===== src/rtl/descrambler_rx_pkg.sv =====
// Types and constants shared by the scrambler (transmit) and descrambler (receive) paths.
// Holds the frame FSM encoding, default field widths and the x^7+x^4+1 keystream tap.
package descrambler_rx_pkg;

    localparam int         LENGTH_NUMOF_BIT = 12;
    localparam logic [6:0] SEED             = 7'b1111111;

    typedef enum logic [1:0] {
        IDLE       = 2'b00,
        INIT       = 2'b01,
        DESCRAMBLE = 2'b10,
        FLUSH      = 2'b11
    } scrState_t;

    function automatic logic keystreamBit(input logic [6:0] s);
        return s[6] ^ s[3];
    endfunction

endpackage


===== src/rtl/descrambler_rx_lfsr.sv =====
// Additive x^7+x^4+1 LFSR; bitOut is bitIn XOR the current keystream bit.
// The same block scrambles on transmit and descrambles on receive.
module lfsr7_descrambler #(
    parameter logic [6:0] SEED = descrambler_rx_pkg::SEED
) (
    input  logic clk,
    input  logic load,
    input  logic advance,
    input  logic bitIn,
    output logic bitOut
);

    logic [6:0] lfsrState;
    logic       fb;

    assign fb     = descrambler_rx_pkg::keystreamBit(lfsrState);
    assign bitOut = bitIn ^ fb;

    // No reset port: the owner holds load high during its reset.
    always_ff @(posedge clk) begin
        if (load) begin
            lfsrState <= SEED;
        end else if (advance) begin
            lfsrState <= {lfsrState[5:0], fb};
        end
    end

endmodule


===== src/rtl/descrambler_rx.sv =====
// Frame-based serial descrambler: restarts the LFSR from SEED on each frame,
// emits descrambled bits and LSB-first packed bytes, and flags the final byte.
//
// state      | meaning
// IDLE       | waiting for start; length latched when start is taken
// INIT       | LFSR loads SEED, bit counter and byte packer clear
// DESCRAMBLE | each validIn bit is descrambled, counted and packed
// FLUSH      | frame complete; done high for this one cycle
module descrambler_rx #(
    parameter int         LENGTH_NUMOF_BIT = descrambler_rx_pkg::LENGTH_NUMOF_BIT,
    parameter logic [6:0] SEED             = descrambler_rx_pkg::SEED
) (
    input  logic                        clk,
    input  logic                        reset,
    input  logic                        start,
    input  logic [LENGTH_NUMOF_BIT-1:0] length,
    input  logic                        validIn,
    input  logic                        dataIn,
    output logic                        dataOut,
    output logic                        validOut,
    output logic [7:0]                  byteOut,
    output logic                        byteValid,
    output logic                        byteLast,
    output logic                        busy,
    output logic                        done
);
    import descrambler_rx_pkg::*;

    scrState_t                   stateQ, stateD;
    logic [LENGTH_NUMOF_BIT-1:0] lengthQ;
    logic [LENGTH_NUMOF_BIT-1:0] bitCount;
    logic [7:0]                  packReg;
    logic [7:0]                  packNext;
    logic [2:0]                  packIdx;
    logic                        accept;
    logic                        lastBit;
    logic                        lfsrLoad;
    logic                        descBit;

    assign accept   = (stateQ == DESCRAMBLE) && validIn;
    assign lastBit  = (bitCount == lengthQ);
    assign lfsrLoad = reset || (stateQ == INIT);
    assign busy     = (stateQ != IDLE);
    assign done     = (stateQ == FLUSH);

    lfsr7_descrambler #(.SEED(SEED)) uLfsr (
        .clk     (clk),
        .load    (lfsrLoad),
        .advance (accept),
        .bitIn   (dataIn),
        .bitOut  (descBit)
    );

    always_comb begin
        stateD = stateQ;
        case (stateQ)
            IDLE:       if (start) stateD = INIT;
            INIT:       stateD = DESCRAMBLE;
            DESCRAMBLE: if (validIn && lastBit) stateD = FLUSH;
            FLUSH:      stateD = IDLE;
            default:    stateD = IDLE;
        endcase
    end

    always_comb begin
        packNext = packReg | (8'(descBit) << packIdx);
    end

    always_ff @(posedge clk) begin
        if (reset) begin
            stateQ    <= IDLE;
            lengthQ   <= '0;
            bitCount  <= '0;
            packReg   <= '0;
            packIdx   <= '0;
            dataOut   <= 1'b0;
            validOut  <= 1'b0;
            byteOut   <= '0;
            byteValid <= 1'b0;
            byteLast  <= 1'b0;
        end else begin
            stateQ    <= stateD;
            validOut  <= accept;
            dataOut   <= accept & descBit;
            byteValid <= 1'b0;
            byteLast  <= 1'b0;

            if ((stateQ == IDLE) && start) begin
                lengthQ <= length;
            end

            if (stateQ == INIT) begin
                bitCount <= '0;
                packReg  <= '0;
                packIdx  <= '0;
            end else if (accept) begin
                if (!lastBit) begin
                    bitCount <= bitCount + LENGTH_NUMOF_BIT'(1);
                end
                // The final bit of a frame releases whatever is packed, so a
                // partial byte leaves zero-padded alongside the FLUSH cycle.
                if ((packIdx == 3'd7) || lastBit) begin
                    byteOut   <= packNext;
                    byteValid <= 1'b1;
                    byteLast  <= lastBit;
                    packReg   <= '0;
                    packIdx   <= '0;
                end else begin
                    packReg <= packNext;
                    packIdx <= packIdx + 3'd1;
                end
            end
        end
    end

endmodule

===== config.mk =====
export PLATFORM = sky130hd
export DESIGN_NAME = descrambler_rx
export DESIGN_NICKNAME = d
export VERILOG_FILES = /design/src/rtl/descrambler_rx_pkg.sv /design/src/rtl/descrambler_rx_lfsr.sv /design/src/rtl/descrambler_rx.sv
export SDC_FILE = /design/constraint.sdc
export NUM_CORES = 1
export LEC_CHECK = 0
export ABC_AREA = 0
export CAP_MARGIN = 10
export CORE_AREA = 5 5 85 87
export DETAILED_ROUTE_END_ITERATION = 6
export DIE_AREA = 0 0 90 92
export PLACE_DENSITY = 0.62
export SYNTH_ARGS = -nofsm -noshare
export SYNTH_HDL_FRONTEND = slang
export SYNTH_SLANG_ARGS = --single-unit

===== constraint.sdc =====
create_clock -name clk -period 1.6 [get_ports clk]
set_input_delay 0.32 -clock clk [delete_from_list [all_inputs] [get_ports clk]]
set_output_delay 0.32 -clock clk [all_outputs]
set_load 0.005 [all_outputs]

# Word level (Yosys, flattened, before mapping)
# Cells that the tools add are included.
# classes
order_cmp	0
muxes	6
n_addsub	2
n_bitwise	8
n_div	0
n_eq_ne	7
n_reduce_logical	13
shifts	1
mul	0
# ops
op	n
adder 12 x 1 -> 12 bit (second input constant)	1
== test 12 bit	1
2-to-1 mux 8 bit	1
bitwise OR 8 bit	1
case mux 2 bit (4 select lines)	1
left shift 1 x 3 -> 8 bit	1
== test 2 bit (second input constant)	2
2-to-1 mux 2 bit	2
NOT 1 bit	4
AND reduction 2 bit	2
OR reduction 4 bit	1
adder 3 x 1 -> 3 bit (second input constant)	1
== test 3 bit (second input constant)	1
logical AND 1 bit	3
2-to-1 mux 3 bit	1
AND reduction 3 bit	1
OR reduction 3 bit	1
== test 2 x 1 -> 1 bit (second input constant)	1
logical NOT 2 bit	1
logical OR 1 bit	2
inequality test 2 x 1 -> 1 bit (second input constant)	1
inequality test 2 bit (second input constant)	1
nonzero test 2 bit	1
OR reduction 2 bit	1
other kinds (3)	4
# word_totals
latchBits	0
memories	0
regBits	56
out_inout_bits	14
mem_bits_ro	0
ramBits	0

# Logic depth before layout (Yosys ltp)
# logic_depth
ltp_word	5
mapped_depth	7
mapped_depth_nobuf	7

# Cells and area by module
# From an unflattened synthesis, not the netlist that was laid out.
# hier_totals
hier_cells	273
area_unflattened_um2	2457.4
# modules_own_cells
module	instances	cells_per_inst	area_each_um2
descrambler_rx	1	248	2194.6
lfsr7_descrambler	1	25	262.8

# Worst setup path after synthesis
# Ideal clock, no wire load.
# synth_timing
path_type	register to register
from	reg bitCount[4]
to	reg bitCount[10]
setup_ps	125
stages_incl_launch_ff	8
arrival_time_ps	1532
slack_ps	-58
cell_sequence	dfxtp_1 -> xor2_1 -> nor4_2 -> and3_1 -> buf_6 -> buf_4 -> nor3b_1 -> mux2i_1
# synth_between
elab_chain_len	3
word_cells_on_any_way	4
classes_between	add/sub: 1; eq/ne: 1; bitwise: 1; reduce/logical: 1
# synth_rtl
item	line	source
start: declaration	descrambler_rx.sv:31	logic [LENGTH_NUMOF_BIT-1:0] bitCount;
start signal: assignment	descrambler_rx.sv:98	bitCount <= bitCount + LENGTH_NUMOF_BIT'(1);
branches (longest 3 deep; another with adder 12 x 1 -> 12 bit)	--	
# Parallel ways; which one is timed is not known.
# A chain may end at the register's enable or synchronous reset.

# Worst setup path after layout
# layout_timing
from	reg bitCount[2]
to	reg bitCount[7]
# Same word-level chain as after synthesis.

==> reports/qor.csv <==
stage;metric;value;unit
die;FP Rows;29;
yosys;most frequent cell after synthesis;dfxtp_1;
placed_design;placed wire-length estimate after detailed placement;4440;um
finish;# diodes;0;
route;vias per cell;5.17;
die;Die ar.;0.00828;mm2
clock_network;Clock Latency Late Sink;310;ps
sta;post-layout min period;1800;ps
finish;Final Cell Area;0.00361;mm2
placed_design;I/O Buffers;30;
setup_path;worst r2r dst;bitCount[7];
setup_path;crit path launch;bitCount[2];
pwr;Worst IR Drop VDD;691;uV
placed_design;GP Congestion;0.817;
yosys;Post-Syn Area;0.00246;mm2
global_routing;global route overflow;0;
run_status;status;complete, but fails checks;
yosys;EDFF count, synth;0;
global_routing;Total Routing Usage GR;15.1;%
sta;RSZ-0062 raised after global routing;yes;
setup_path;Worst R2R Path Depth;7;
sta;Rel. slew slack;69.4;%
die;die height;92;um
yosys;commonest cells in the netlist;56 x dfxtp_1, 51 x nand2_1, 31 x a21oi_1;
clock_network;CTS tree;built;
run_status;failing checks;negative setup slack;
yosys;Net Count, Synth;309;
yosys;Yosys warnings;0;
route;TritonRoute pass-1 iters;4;
die;Die X-Extent;90;um
yosys;largest cells by area after synthesis;dfxtp_1 46%, nand2_1 7.8%, a21oi_1 6.3%, xor2_1 4.3%, ha_1 3.6%;
global_routing;first-pass GRT wire length;10400;um
finish;area growth from synthesis to layout;46.6;%
yosys;Avg Cell Area, Syn;8.64;um2
setup_path;Critical Path AT;2040;ps
yosys;ys flop type;dfxtp_1;
setup_path;Critical Path Start Type;flop;
clock_network;CTS Buf Count;5;
setup_path;critical path class;reg2reg;
global_routing;initial antenna violation count;0;
sta;Final Hold Fails;0;
pwr;leakage;1.45;nW
pwr;power per cell area;1250;mW/mm2
finish;Register Area;0.00116;mm2
placed_design;Post-DP Area;0.00324;mm2
hold_path;worst min-delay path class;reg2reg;
run;total of max-cap violations;0;
yosys;FF+latch count, synth;56;
sta;worst hold slack;473;ps
sta;final clock skew;10.6;ps
route;routed via count;2286;
clock_network;Root Buffer;clkbuf_8;
clock_network;clk buf depth;2;
yosys;sequential fraction of the synthesis area;45.6;%
clock_network;Clock Sinks;56;
global_routing;largest net degree at the start of global routing;19;
die;io pins;31;
clock_network;Clk pin slew, worst setup/hold paths;110;ps
sta;Setup WS post-layout;-196;ps
hold_path;Worst Hold End;uLfsr.lfsrState[1];
finish;fillcell total;564;
setup_path;reg2reg start;bitCount[2];
hold_path;Hold Path Depth;2;
route;Residual DRC;0;
sta;Max Fclk;557;MHz
finish;multi-input logic area;0.00147;mm2
setup_path;CP required;1850;ps
route;Wirelength per Cell;14.0;um
route;initial DRC count;84;
setup_path;CP Max Fanout;5;
finish;Nets;388;
sta;fin. max-slew vios;0;
clock_network;H-tree lvl count;2;
yosys;Async S/R FF share, synth;0;%
finish;share of layout cells above drive strength 1;34.0;%
sta;Tcrit/Tclk final;112;%
sta;final setup fails;32;
setup_path;r2r setup slk;-200;ps
setup_path;crit end category;flop;
hold_path;hold path start;uLfsr.lfsrState[0];
yosys;Synth cell types;39;
sta;Worst Tran Pin Value;458;ps
yosys;Yosys top cell area share;45.6;%
global_routing;vias in the first global route;2228;
yosys;Yosys top cell by area;dfxtp_1;
route;WL final;6170;um
route;antenna-violating nets left;0;
die;starting density of the core;39.2;%
die;core area;0.00628;mm2
yosys;post-synthesis cell count;285;
-- worst max-delay path by stage --
stage                   end  depth (start not counted)  slack (ps)
2_1_floorplan    byteOut[0]                          5         -10
5_1_grt         bitCount[8]                          7        -250
4_1_cts          byteOut[6]                          6        -170
6_report        bitCount[7]                          7        -200
3_3_place_gp   bitCount[11]                          6        -300
3_5_place_dp    bitCount[9]                          6        -350
-- where the power goes --
part	switching [W]	internal, W	total (W)
Clock	0.000476	0.000315	0.000791
Combinational	0.00101	0.00107	0.00208
Sequential	0.000111	0.00154	0.00166
-- logic make-up (layout without fill, tap and decap cells) --
logic type | count (synthesis) | after routing | synth area share, %
muxes | 3 | 3 | 1.22
AOI/OAI and AO/OA | 69 | 69 | 17.2
DFF | 56 | 56 | 45.6
xor gates and xnor gates | 15 | 15 | 5.90
adders and majority gates | 7 | 7 | 3.56
buffers and inverters | 21 | 99 | 3.81
and+or+nand+nor | 114 | 116 | 22.8
-- cell type report --
cell class / count / share of cell area (%)
multi-input combinational: 210 / 40.6
sequential: 56 / 32.2
timing repair buffer: 85 / 21.3
tap: 77 / 2.67
clock buffer: 5 / 1.91
clock inverter: 3 / 0.624
inverter: 6 / 0.624
-- cell usage in the layout (no fill, tap or decap), drive strengths merged, types with 7 or more instances in the layout --
master | netlist | layout
inv | 6 | 7
nand3 | 14 | 14
dfxtp | 56 | 56
o21ai | 8 | 8
nor2 | 15 | 15
xor2 | 12 | 12
a21oi | 31 | 31
nand2 | 51 | 51
clkdlybuf4s50 | 0 | 28
and3 | 6 | 8
a31oi | 13 | 13
ha | 7 | 7
buf | 4 | 55
or3 | 9 | 9
-- critical path: stages, from the launching register on --
cell	delay [ps]
dfxtp_4	400
xor2_4	170
nor4_4	60
buf_4	160
buf_6	110
and3_4	170
or4_1	510
a21oi_1	140
-- stage by stage --
stage	setup WS (ps)	setup TNS, ps	std cells	total power [W]	util (%)
floorplan	-10.7	-64.8	285	0.00258	-
global placement	-297	-5700	427	0.00342	51.5
detailed placement	-353	-6190	427	0.00345	51.5
CTS	-169	-3720	436	0.00434	55.9
global route	-254	-6240	442	0.00481	57.5
finish	-196	-3210	442	0.00452	57.5
-- flip-flops by register name, summed over array words and instances, names as in the netlist --
register	count
lengthQ	12
packReg	8
validOut	1
byteLast	1
bitCount	12
uLfsr.lfsrState	7
packIdx	3
byteOut	8
stateQ	2
dataOut	1
byteValid	1
-- repair_timing --
| item | in CTS | in global routing |
|---|---|---|
| hold buffers | 0 | 0 |
| resized for setup | 49 | 16 |
| endpoints found under the setup margin | 33 | 41 |
| endpoints found under the hold margin | 0 | 0 |
| gates cloned | 1 | 1 |
| pin swaps | 16 | 13 |
| setup buffers | 4 | 5 |
-- per-layer routing --
layer	wire length [um]	vias to the layer above	global-route usage (%)	share of wire, %
li1	-	1163	-	-
met1	2760	1087	19.0	45
met2	3090	28	25.3	50
met3	176	8	2.70	2.9
met4	133	0	6.45	2.2
met5	0	-	0	0
Note: power is estimated with default switching activity, not from simulation.
